[src/rtl/mem_pkg.sv]
// Shared memory addressing codes and load/store FSM states.
// Addressing codes are also decoded by the data memory block.
package mem_pkg;

    localparam logic [1:0] WORD = 2'b00;
    localparam logic [1:0] HALF = 2'b01;
    localparam logic [1:0] BYTE = 2'b11;

    typedef enum logic {
        IDLE,
        LOAD_WAIT
    } lsu_state_t;

    // The reserved size code 10 has no legal alignment.
    function automatic logic is_misaligned(input logic [1:0] size, input logic [1:0] addr_lo);
        case (size)
            WORD:    is_misaligned = (addr_lo != 2'b00);
            HALF:    is_misaligned = addr_lo[0];
            BYTE:    is_misaligned = 1'b0;
            default: is_misaligned = 1'b1;
        endcase
    endfunction

endpackage

[src/rtl/load_extender.sv]
// Sign/zero extension of right-aligned load data by access size.
module load_extender
    import mem_pkg::*;
#(
    parameter int NB_DATA_BUS = 32
) (
    input  logic [1:0]             i_size,
    input  logic                   i_unsigned,
    input  logic [NB_DATA_BUS-1:0] i_data,
    output logic [NB_DATA_BUS-1:0] o_data
);

    always_comb begin
        o_data = i_data;
        case (i_size)
            BYTE: o_data = {{(NB_DATA_BUS-8){~i_unsigned & i_data[7]}}, i_data[7:0]};
            HALF: o_data = {{(NB_DATA_BUS-16){~i_unsigned & i_data[15]}}, i_data[15:0]};
            default: o_data = i_data;
        endcase
    end

endmodule

[src/rtl/load_store_unit.sv]
// MEM-stage controller: drives data-memory ports, stalls one cycle per load,
// and holds the MEM/WB register.
module load_store_unit
    import mem_pkg::*;
#(
    parameter int NB_DATA_BUS = 32,
    parameter int NB_ADDRESS  = 8,
    parameter int NB_REG      = 5
) (
    input  logic                   i_clk,
    input  logic                   i_rst_n,
    input  logic                   i_valid,
    input  logic                   i_mem_read,
    input  logic                   i_mem_write,
    input  logic [1:0]             i_size,
    input  logic                   i_unsigned,
    input  logic [NB_ADDRESS-1:0]  i_addr,
    input  logic [NB_DATA_BUS-1:0] i_alu_result,
    input  logic [NB_DATA_BUS-1:0] i_store_data,
    input  logic [NB_REG-1:0]      i_rd,
    input  logic                   i_reg_write,
    output logic [NB_ADDRESS-1:0]  o_r_addr,
    output logic                   o_r_en,
    output logic [1:0]             o_r_addressing,
    output logic [NB_ADDRESS-1:0]  o_w_addr,
    output logic [NB_DATA_BUS-1:0] o_w_data,
    output logic                   o_w_en,
    output logic [1:0]             o_w_addressing,
    input  logic [NB_DATA_BUS-1:0] i_r_data,
    output logic                   o_stall,
    output logic                   o_wb_valid,
    output logic [NB_DATA_BUS-1:0] o_wb_data,
    output logic [NB_REG-1:0]      o_wb_rd,
    output logic                   o_wb_reg_write,
    output logic                   o_misaligned
);

    lsu_state_t r_state, w_next;

    logic                   w_active, w_fault, w_load, w_store;
    logic [NB_DATA_BUS-1:0] w_ext_data;

    logic [NB_REG-1:0]      r_ld_rd;
    logic [1:0]             r_ld_size;
    logic                   r_ld_unsigned, r_ld_reg_write;
    logic                   r_wb_valid, r_wb_reg_write, r_misaligned;
    logic [NB_DATA_BUS-1:0] r_wb_data;
    logic [NB_REG-1:0]      r_wb_rd;

    // Reset gates the combinational port path so the memory sees nothing while held.
    assign w_active = i_rst_n && (r_state == IDLE) && i_valid;
    assign w_fault  = w_active && (i_mem_read || i_mem_write) &&
                      ((i_mem_read && i_mem_write) || is_misaligned(i_size, i_addr[1:0]));
    assign w_load   = w_active && i_mem_read  && !w_fault;
    assign w_store  = w_active && i_mem_write && !w_fault;

    always_ff @(posedge i_clk or negedge i_rst_n) begin
        if (!i_rst_n) r_state <= IDLE;
        else          r_state <= w_next;
    end

    always_comb begin
        w_next         = r_state;
        o_r_en         = 1'b0;
        o_r_addr       = '0;
        o_r_addressing = 2'b00;
        o_w_en         = 1'b0;
        o_w_addr       = '0;
        o_w_data       = '0;
        o_w_addressing = 2'b00;
        o_stall        = 1'b0;
        case (r_state)
            IDLE: begin
                if (w_load) begin
                    o_r_en         = 1'b1;
                    o_r_addr       = i_addr;
                    o_r_addressing = i_size;
                    o_stall        = 1'b1;
                    w_next         = LOAD_WAIT;
                end
                if (w_store) begin
                    o_w_en         = 1'b1;
                    o_w_addr       = i_addr;
                    o_w_data       = i_store_data;
                    o_w_addressing = i_size;
                end
            end
            LOAD_WAIT: w_next = IDLE;
            default:   w_next = IDLE;
        endcase
    end

    load_extender #(.NB_DATA_BUS(NB_DATA_BUS)) u_ext (
        .i_size     (r_ld_size),
        .i_unsigned (r_ld_unsigned),
        .i_data     (i_r_data),
        .o_data     (w_ext_data)
    );

    always_ff @(posedge i_clk or negedge i_rst_n) begin
        if (!i_rst_n) begin
            r_ld_rd        <= '0;
            r_ld_size      <= 2'b00;
            r_ld_unsigned  <= 1'b0;
            r_ld_reg_write <= 1'b0;
            r_wb_valid     <= 1'b0;
            r_wb_reg_write <= 1'b0;
            r_wb_data      <= '0;
            r_wb_rd        <= '0;
            r_misaligned   <= 1'b0;
        end else begin
            r_misaligned <= 1'b0;
            if (r_state == LOAD_WAIT) begin
                r_wb_valid     <= 1'b1;
                r_wb_data      <= w_ext_data;
                r_wb_rd        <= r_ld_rd;
                r_wb_reg_write <= r_ld_reg_write;
            end else if (!i_valid) begin
                r_wb_valid     <= 1'b0;
                r_wb_reg_write <= 1'b0;
            end else if (w_fault) begin
                r_wb_valid     <= 1'b1;
                r_wb_reg_write <= 1'b0;
                r_wb_rd        <= i_rd;
                r_misaligned   <= 1'b1;
            end else if (w_load) begin
                r_ld_rd        <= i_rd;
                r_ld_size      <= i_size;
                r_ld_unsigned  <= i_unsigned;
                r_ld_reg_write <= i_reg_write;
                r_wb_valid     <= 1'b0;
                r_wb_reg_write <= 1'b0;
            end else if (w_store) begin
                r_wb_valid     <= 1'b1;
                r_wb_reg_write <= 1'b0;
                r_wb_rd        <= i_rd;
            end else begin
                r_wb_valid     <= 1'b1;
                r_wb_data      <= i_alu_result;
                r_wb_rd        <= i_rd;
                r_wb_reg_write <= i_reg_write;
            end
        end
    end

    assign o_wb_valid     = r_wb_valid;
    assign o_wb_data      = r_wb_data;
    assign o_wb_rd        = r_wb_rd;
    assign o_wb_reg_write = r_wb_reg_write;
    assign o_misaligned   = r_misaligned;

endmodule

[config.mk]
export PLATFORM = sky130hd
export DESIGN_NAME = load_store_unit
export DESIGN_NICKNAME = d
export VERILOG_FILES = /design/src/rtl/mem_pkg.sv /design/src/rtl/load_extender.sv /design/src/rtl/load_store_unit.sv
export SDC_FILE = /design/constraint.sdc
export NUM_CORES = 1
export LEC_CHECK = 0
export BUFFER_PORTS_ARGS = -buffer_cell sky130_fd_sc_hd__buf_2
export CAP_MARGIN = 20
export CORE_MARGIN = 3
export CORE_UTILIZATION = 40
export DETAILED_ROUTE_END_ITERATION = 8
export MAX_ROUTING_LAYER = met4
export PLACE_DENSITY_LB_ADDON = 0.15
export SYNTH_ARGS = -nofsm -noshare
export SYNTH_HDL_FRONTEND = slang
export SYNTH_HIERARCHICAL = 1
export SYNTH_SLANG_ARGS = --single-unit
[constraint.sdc]
create_clock -name i_clk -period 2.1 [get_ports i_clk]
set_input_delay 0.315 -clock i_clk [delete_from_list [all_inputs] [get_ports i_clk]]
set_output_delay 0.315 -clock i_clk [all_outputs]
set_load 0.01 [all_outputs]
Word-level counts from Yosys, hierarchy flattened. Index checks and enable logic that the tools add are counted.

Equal/unequal tests: 8. Mux-type cells: 38. Bitwise gates (word level): 5. Reduce and logical (&&, ||, !) cells: 18.

Operator list (count): 32-bit two-way mux (7); 32-bit one-hot mux with 2 select lines (1); 8-bit two-way mux (4); 5-bit two-way mux (4); 1-bit two-way mux (16); 1-bit logical AND (9); 2-bit two-way mux (4); 4-bit AND reduction (2); 2-bit != test (second input constant) (3); 2-bit by 1-bit == test with 1-bit output (second input constant) (2); 2-bit == test (second input constant) (2); 2-bit nonzero test (2); 3-bit != test (second input constant) (1); 1-bit inverter (3); 1-bit one-hot mux with 3 select lines (1); 1-bit bitwise AND (2); 2-bit logical NOT (1); 1-bit logical OR (2); 1-bit one-hot mux with 2 select lines (1); 2-bit AND reduction (1); 1-bit logical NOT (1).

Bits in registers: 50. Input port bits: 118. Output and inout port bits: 95. Logic and storage cells: 79.

Depth between registers and ports, before layout. Gate-level depths: netlist of the first run.

Depth after elaboration: 12. Gate-level depth with buffers: 7. Depth with buffers taken out: 4.

Cells and area by module. The synthesis of the first run kept the hierarchy.

Modules (own cells, without submodules): load_store_unit (instances 1, cells an instance 295, area an instance 2855.2 um^2, seq. area each 1251.2 um^2); load_extender (instances 1, cells an instance 58, area an instance 445.4 um^2, seq. area each 0.0 um^2).

Least setup slack after synthesis of the first run. No wires, ideal clock.

Kind: register -> output. From: reg r_state. To: out o_r_addr[0]. Arrival time: 1.309 ns. Required time: 1.785 ns. Setup slack: 0.476 ns. Cell stages (with the launch flop): 5. Buffers on the path: 1. Cell sequence: dfrtp_1 -> and4b_4 -> and4_4 -> buf_2 -> and2_1.

Word-level cells in the longest chain between the ends: 9. Elaborated cells on any way between the ends: 10. Classes of those cells: mux (2); bitwise (1); reduce/logical (7).

Ends and longest elaborated chain: start: declaration (RTL line load_store_unit.sv:38) `lsu_state_t r_state, w_next;`; start signal: assignment (RTL line load_store_unit.sv:59) `else r_state <= w_next;`; 1-bit inverter (no source line); 1-bit logical AND (2 in a row) (RTL line load_store_unit.sv:51) `assign w_active = i_rst_n && (r_state == IDLE) && i_valid;`; 1-bit logical AND (2 in a row) (RTL line load_store_unit.sv:52) `assign w_fault = w_active && (i_mem_read || i_mem_write) &&`; 1-bit logical NOT (RTL line load_store_unit.sv:54) `assign w_load = w_active && i_mem_read && !w_fault;`; 1-bit logical AND (RTL line load_store_unit.sv:54); 8-bit two-way mux (RTL line load_store_unit.sv:74) `if (w_load) begin`; 8-bit two-way mux * (RTL line load_store_unit.sv:72) `case (r_state)`; end: declaration (RTL line load_store_unit.sv:22) `output logic [NB_ADDRESS-1:0] o_r_addr,`.

Every way passes the cells marked *; elsewhere a longest branch is shown, timed or not.

Worst setup path in the final report of the first run.
From: reg r_state. To: out o_w_addr[3].

Word-level cells in the longest chain between the ends: 9. Elaborated cells on any way between the ends: 10. Classes of those cells: mux (2); bitwise (1); reduce/logical (7).

Ends and longest elaborated chain: 1-bit inverter (no source line); 1-bit logical AND (2 in a row) (RTL line load_store_unit.sv:51); 1-bit logical AND (2 in a row) (RTL line load_store_unit.sv:52); 1-bit logical NOT (RTL line load_store_unit.sv:55) `assign w_store = w_active && i_mem_write && !w_fault;`; 1-bit logical AND (RTL line load_store_unit.sv:55); 8-bit two-way mux (RTL line load_store_unit.sv:81) `if (w_store) begin`; 8-bit two-way mux * (RTL line load_store_unit.sv:72); end: declaration (RTL line load_store_unit.sv:25) `output logic [NB_ADDRESS-1:0] o_w_addr,`.

Marks and branches as above.

==> results of run 1 <==
kinds of logic after synthesis:
logic type	synth area share, %
compound gates	17.17
buf+inv	13.72
flops	37.91
mux	8.756
simple gates	22.44
power groups by stage:
| stage | registers, mW | logic, mW | clock network, mW |
|---|---|---|---|
| global placement | 1.24 | 0.936 | 0 |
| CTS | 1.22 | 0.956 | 0.700 |
| global route | 1.24 | 1.04 | 0.751 |
| floorplan | 1.27 | 0.576 | 0 |
| detailed placement | 1.24 | 0.949 | 0 |
| finish | 1.22 | 0.948 | 0.688 |
placed cells by master, fill, tap and decap left out, drive strengths merged, types with 8 or more instances in the layout:
cell | netlist | layout
dfrtp | 50 | 50
nand2 | 35 | 35
nand4 | 32 | 32
buf | 31 | 227
o311ai | 32 | 32
inv | 49 | 49
mux2 | 19 | 19
o22ai | 16 | 16
a21o | 8 | 8
and2 | 53 | 53
timing repair:
action / in CTS / in global routing
gates cloned: 1 / 1
gates resized for setup: 1 / 2
endpoints found under the hold margin: 23 / 0
hold buffers: 1 / 0
endpoints found under the setup margin: 10 / 37
how the worst max path moves through the flow:
stage | startpoint | end | slack, ns
2_1_floorplan | r_state | o_r_addr[0] | 0.48
3_3_place_gp | r_state | o_r_addr[1] | 0.29
3_5_place_dp | r_state | o_r_addr[1] | 0.27
6_report | r_state | o_w_addr[3] | 0.09
4_1_cts | r_state | o_w_data[16] | 0.06
5_1_grt | r_state | o_w_data[9] | 0.009
final cells by class:
cell class	count	area [um^2]	area share, %
multi-input cells	212	1614	35.78
inverters	49	183.9	4.078
flip-flops and latches	50	1252	27.77
well taps	102	127.6	2.829
clock inverters	3	40.04	0.8877
clock buffers	5	68.82	1.526
repair buffers	229	1221	27.07
diodes	1	2.502	0.05548
state kept, by name, indices dropped and copies added, names as in the netlist:
register,count
o_wb_valid,1
r_ld_size,2
o_wb_reg_write,1
r_ld_unsigned,1
o_misaligned,1
r_state,1
r_ld_reg_write,1
r_ld_rd,5
o_wb_rd,5
o_wb_data,32
through the flow:
step / instance area (um^2) / utilization [%] / power (mW) / hold slack (ns) / std cells
5_1_grt: 4511 / 57.19 / 3.035 / 0.07035 / 651
2_1_floorplan: 3301 / - / 1.850 / 0.01941 / 353
6_report: 4511 / 57.19 / 2.855 / 0.05093 / 651
3_3_place_gp: 4350 / 55.16 / 2.171 / 0.3055 / 639
4_1_cts: 4481 / 56.81 / 2.876 / 0.05902 / 649
3_5_place_dp: 4350 / 55.16 / 2.185 / 0.3156 / 639
metal layers:
| layer | share of wire, % | wire length [um] | vias up | track usage, % |
|---|---|---|---|---|
| met5 | 0 | 0 | - | - |
| met1 | 42 | 4421 | 1537 | 28.34 |
| met2 | 49 | 5108 | 140 | 34.55 |
| li1 | - | - | 1610 | - |
| met4 | 1.2 | 125 | 0 | 4.320 |
| met3 | 7.5 | 783 | 10 | 6.921 |
==> flow_summary.toml, run 1 <==
[timing]
worst_slew_margin_rel_pct = 52.43
drv_slew = 0
setup_ws_ns = 0.09355
post-route-min-period_ns = 2.006
setup-tns-final_ns = 0
finalSetupViolCount = 0
worst_pin_slew_ns = 0.6986
worst_clock_skew_ns = 0.004015
fmax_mhz = 498.4
grt_setup_unrepaired = "no"
final_min_period_over_clock_period_pct = 95.55
report.final.hold_viol_count = 0

[floorplanning]
core_um2 = 7888
placement_rows = 32
die_y_um = 96.84
top_level_ports = 213
die_area_um2 = 9378
fp.dieW_um = 96.84
floorplan.initialDensity_pct = 41.85

[pwr]
logic_gate_share_of_total_power_pct = 33.2
vdd_ir_drop_max_v = 0.0004030
power.internal_mw = 1.946
switchingPower_mw = 0.9090
pwr-share-seq_pct = 42.7
power_per_cell_area_nw_per_um2 = 633.0
swShare_pct = 31.84
p_clk_share_pct = 24.1
power.static_leakage_nw = 2.470

[setup_path]
slowest_delay_ns = 0.44
cp.buffers_inverters = 2
worstSetupEndpointType = "output pin"
worst-endpoint-arrival_ns = 1.69
path_cells = "and4b_1 > and4_4 > clkbuf_16 > and2_1 > buf_2"
regToRegSetupSlack_ns = 0.48
timing.critical_path.from_type = "flop"
cp_data_required_time_ns = 1.78
worst_r2r_startpoint = "r_state"
worst_path_max_delay_cell = "sky130_fd_sc_hd__dfrtp_2"
critical_path_cell_count = 5
critPathMaxFanout = 21
cp_top_family = "simple AND/OR/NAND/NOR gates"
worst_r2r_path_depth = 3
r2r-end = "r_ld_reg_write"
critPathKind = "flop to output pin"

[place]
place_hpwl_mm = 7.696
input_output_buffers = 212
globalplace.congestion = 0.7925
setup_slack_placement_ns = 0.2696

[logic_synthesis]
synth_enable_flop_cells = 0
synth_area_leader_cell = "sky130_fd_sc_hd__dfrtp_1"
synthesis.yosys.warnings = 6
yosysMostFrequentCell = "sky130_fd_sc_hd__and2_1"
avgSynthCellArea_um2 = 9.350
synth_top_cell_area_share_pct = 37.91
postSynthCellCount = 353
seq_area_frac_synth_pct = 37.91
netlist-cell-type-count = 32
synth.area.top_cells = "sky130_fd_sc_hd__dfrtp_1, sky130_fd_sc_hd__and2_1, sky130_fd_sc_hd__o311ai_1, sky130_fd_sc_hd__mux2_4, sky130_fd_sc_hd__nand4_1"
synth_seq_cells = 50
yosys_most_used_dff = "sky130_fd_sc_hd__dfrtp_1"
synth_nets = 471
area_of_the_mapped_netlist_um2 = 3301
fraction_of_registers_with_async_set_reset_pct = 100.0
netlist_top_cells_count = "sky130_fd_sc_hd__and2_1, sky130_fd_sc_hd__dfrtp_1, sky130_fd_sc_hd__inv_1"

[grt]
total_congestion_overflow_after_global_routing = 0
first_global_vias = 3235
grt_max_degree = 44
grt_pass1_wl_mm = 16.75
groute.usage.overall_pct = 22.06
initial_antenna_violation_count = 1

[routing]
drt_first_pass_iters = 4
avgRoutedWirePerCell_um = 16.04
viasPerCell = 5.065
detailed_route_via_count = 3297
antenna_violating_nets_post_route = 0
drt-initial-drc-count = 99
post-route-drc-count = 0
post_route_wl_mm = 10.44

[clock_network]
cts.repair_timing.setup_buffer_count = 0
tritoncts = "yes"
clockRootBuffer = "sky130_fd_sc_hd__clkbuf_8"
cts_made_buffers = 5
cts.htree.levels = 2
cts.path.max_buffers = 2
clock-sinks = 50
clk-insertion-delay-late_ns = 0.31
clk_transition_reported_paths_ns = 0.09

[final_layout]
fillerInstances = 757
syn_to_final_growth_pct = 36.66
drive_gt1_share_pct = 50.36
finish.net_count = 665

[run]
max_cap_viol_count = 0

[status]
status = "complete, no violations"

[min_path]
worst_hold_path_type = "input port to async pin"
No activity file was read; power rests on OpenSTA's default activity.
==> run 2, diff against run 1 <==
--- a/config.mk
+++ b/config.mk
@@ -8,7 +8,7 @@
 export BUFFER_PORTS_ARGS = -buffer_cell sky130_fd_sc_hd__buf_2
 export CAP_MARGIN = 20
 export CORE_MARGIN = 3
-export CORE_UTILIZATION = 40
+export CORE_UTILIZATION = 28
 export DETAILED_ROUTE_END_ITERATION = 8
 export MAX_ROUTING_LAYER = met4
 export PLACE_DENSITY_LB_ADDON = 0.15
==> run 2 against run 1 <==
- register-to-register slack worse by 0.13 ns
- clock power is 19% higher
- global-route usage is 4.8 points lower
- core utilization is 17 points lower
- cell count is 5.5% higher
- first-iteration DRC count is 99% higher
- sequential cell count stayed put
- largest cell class unchanged
==> flow_summary.toml, run 2 (synthesis results as in run 1) <==
[status]
status = "complete, no violations"

[timing]
worst_slew_margin_rel_pct = 50.05
worst_clock_skew_ns = 0.008541
fmax_mhz = 509.8
final_min_period_over_clock_period_pct = 93.41
post-route-min-period_ns = 1.962
drv_slew = 0
setup_ws_ns = 0.1384
worst_pin_slew_ns = 0.7336
finalSetupViolCount = 0
report.final.hold_viol_count = 0
grt_setup_unrepaired = "no"
setup-tns-final_ns = 0

[place]
place_hpwl_mm = 8.162
globalplace.congestion = 0.7991
setup_slack_placement_ns = 0.2749
input_output_buffers = 212
dp_cells = 678

[grt]
initial_antenna_violation_count = 0
first_global_vias = 3294
groute.usage.overall_pct = 17.25
grt_pass1_wl_mm = 17.46
grt_max_degree = 73
total_congestion_overflow_after_global_routing = 0

[floorplanning]
floorplan.initialDensity_pct = 28.78
core_um2 = 11470
fp.dieW_um = 114.6
top_level_ports = 213
die_area_um2 = 13130
die_y_um = 114.6
placement_rows = 39

[pwr]
design_power_total_mw = 2.998
pwr-share-seq_pct = 40.8
p_clk_share_pct = 27.4
vdd_ir_drop_max_v = 0.0003437
swShare_pct = 31.17
logic_gate_share_of_total_power_pct = 31.8
power.static_leakage_nw = 2.461
power.internal_mw = 2.063
switchingPower_mw = 0.9344
power_per_cell_area_nw_per_um2 = 658.1

[final_layout]
antenna-diode-count = 0
drive_gt1_share_pct = 49.82
most_common_library_cell_in_the_layout_ignoring_fill_and_taps = "sky130_fd_sc_hd__buf_2"
final_core_util_pct = 39.73
largest_register_ff_count = 32
finish.net_count = 661
syn_to_final_growth_pct = 38.02
mostFrequentLayoutCells = "sky130_fd_sc_hd__buf_2, sky130_fd_sc_hd__and2_1, sky130_fd_sc_hd__dfrtp_1"
final-instance-count-excl-fill = 687

[setup_path]
critPathMaxFanout = 43
cp_data_required_time_ns = 1.78
worstSetupStartpoint = "r_state"
worst-endpoint-arrival_ns = 1.65
path_cells = "and4b_1 > and4_1 > buf_12 > and2_1 > buf_2"
worst_r2r_startpoint = "r_state"
worst_path_max_delay_cell = "sky130_fd_sc_hd__dfrtp_2"
slowest_delay_ns = 0.41
worstSetupEndpointType = "output pin"
critPathKind = "flop to output pin"
timing.critical_path.from_type = "flop"
regToRegSetupSlack_ns = 0.35

[clock_network]
clk-insertion-delay-late_ns = 0.29
cts.htree.levels = 2
cts.repair_timing.setup_buffer_count = 0
clock-sinks = 50
cts_made_buffers = 5
tritoncts = "yes"
clk_transition_reported_paths_ns = 0.06
cts.path.max_buffers = 2
clockRootBuffer = "sky130_fd_sc_hd__clkbuf_16"

[run]
max_cap_viol_count = 0

[routing]
post_route_wl_mm = 11.14
detailed_route_via_count = 3269
avgRoutedWirePerCell_um = 16.22
post-route-drc-count = 0
viasPerCell = 4.758
antenna_violating_nets_post_route = 0
drt_first_pass_iters = 4
drt-initial-drc-count = 197

[min_path]
worst_hold_path_type = "input port to async pin"
[run 2: changes by cell type in the layout (fill, tap and decap cells not counted), sizes merged]
cell	delta
and4	-1
buf	-2
bufinv	-1
clkinv	-1
clkinvlp	+1
diode	-1
[run 2: critical path: cells and delay by family (launching register included)]
| kind | cells | cell delay, ns |
|---|---|---|
| buf+inv | 2 | 0.32 |
| flops | 1 | 0.41 |
| simple gates | 3 | 0.62 |
[run 2: worst paths after layout]
path	end	cells past startpoint
min reg2reg	o_wb_rd[1]	1
max in group asynchronous	r_state	2
max reg2reg	r_ld_rd[3]	4
max	o_w_data[6]	5
min in group i_clk	o_wb_data[6]	3
min	r_ld_rd[4]	2
[run 2: layer usage]
layer	GRT usage, %	up-vias	routed length (um)
li1	-	1599	-
met1	22.40	1542	4900
met2	28.41	126	5416
met3	3.541	2	792
met4	2.613	0	30
met5	-	-	0
[run 2: layout make-up]
cell class                 count  area, um^2
fill                        1193        6912
tap                          143       178.9
clock inverter                 2       12.51
multi-input combinational    211        1608
sequential                    50        1252
timing repair buffer         226        1181
clock buffer                   6       138.9
inverter                      49       183.9
[run 2: repair_timing]
| action | 4_1_cts | 5_1_grt |
|---|---|---|
| gates resized for setup | 0 | 0 |
| hold buffers | 1 | 0 |
| endpoints found under the hold margin | 3 | 0 |
[run 2: through the flow]
step                      instance area [um^2]  hold WS, ns
final                                     4556      0.08024
after global routing                      4556      0.08211
after global placement                    4394       0.1596
after floorplan                           3301      0.01941
after CTS                                 4556      0.06392
after detailed placement                  4394       0.1665
[run 2: power groups by stage]
stage / registers (mW) / logic, mW / clock network (mW)
floorplan: 1.27 / 0.576 / 0
global placement: 1.24 / 0.953 / 0
detailed placement: 1.24 / 0.962 / 0
CTS: 1.22 / 0.967 / 0.866
global route: 1.25 / 1.06 / 0.919
finish: 1.22 / 0.954 / 0.822
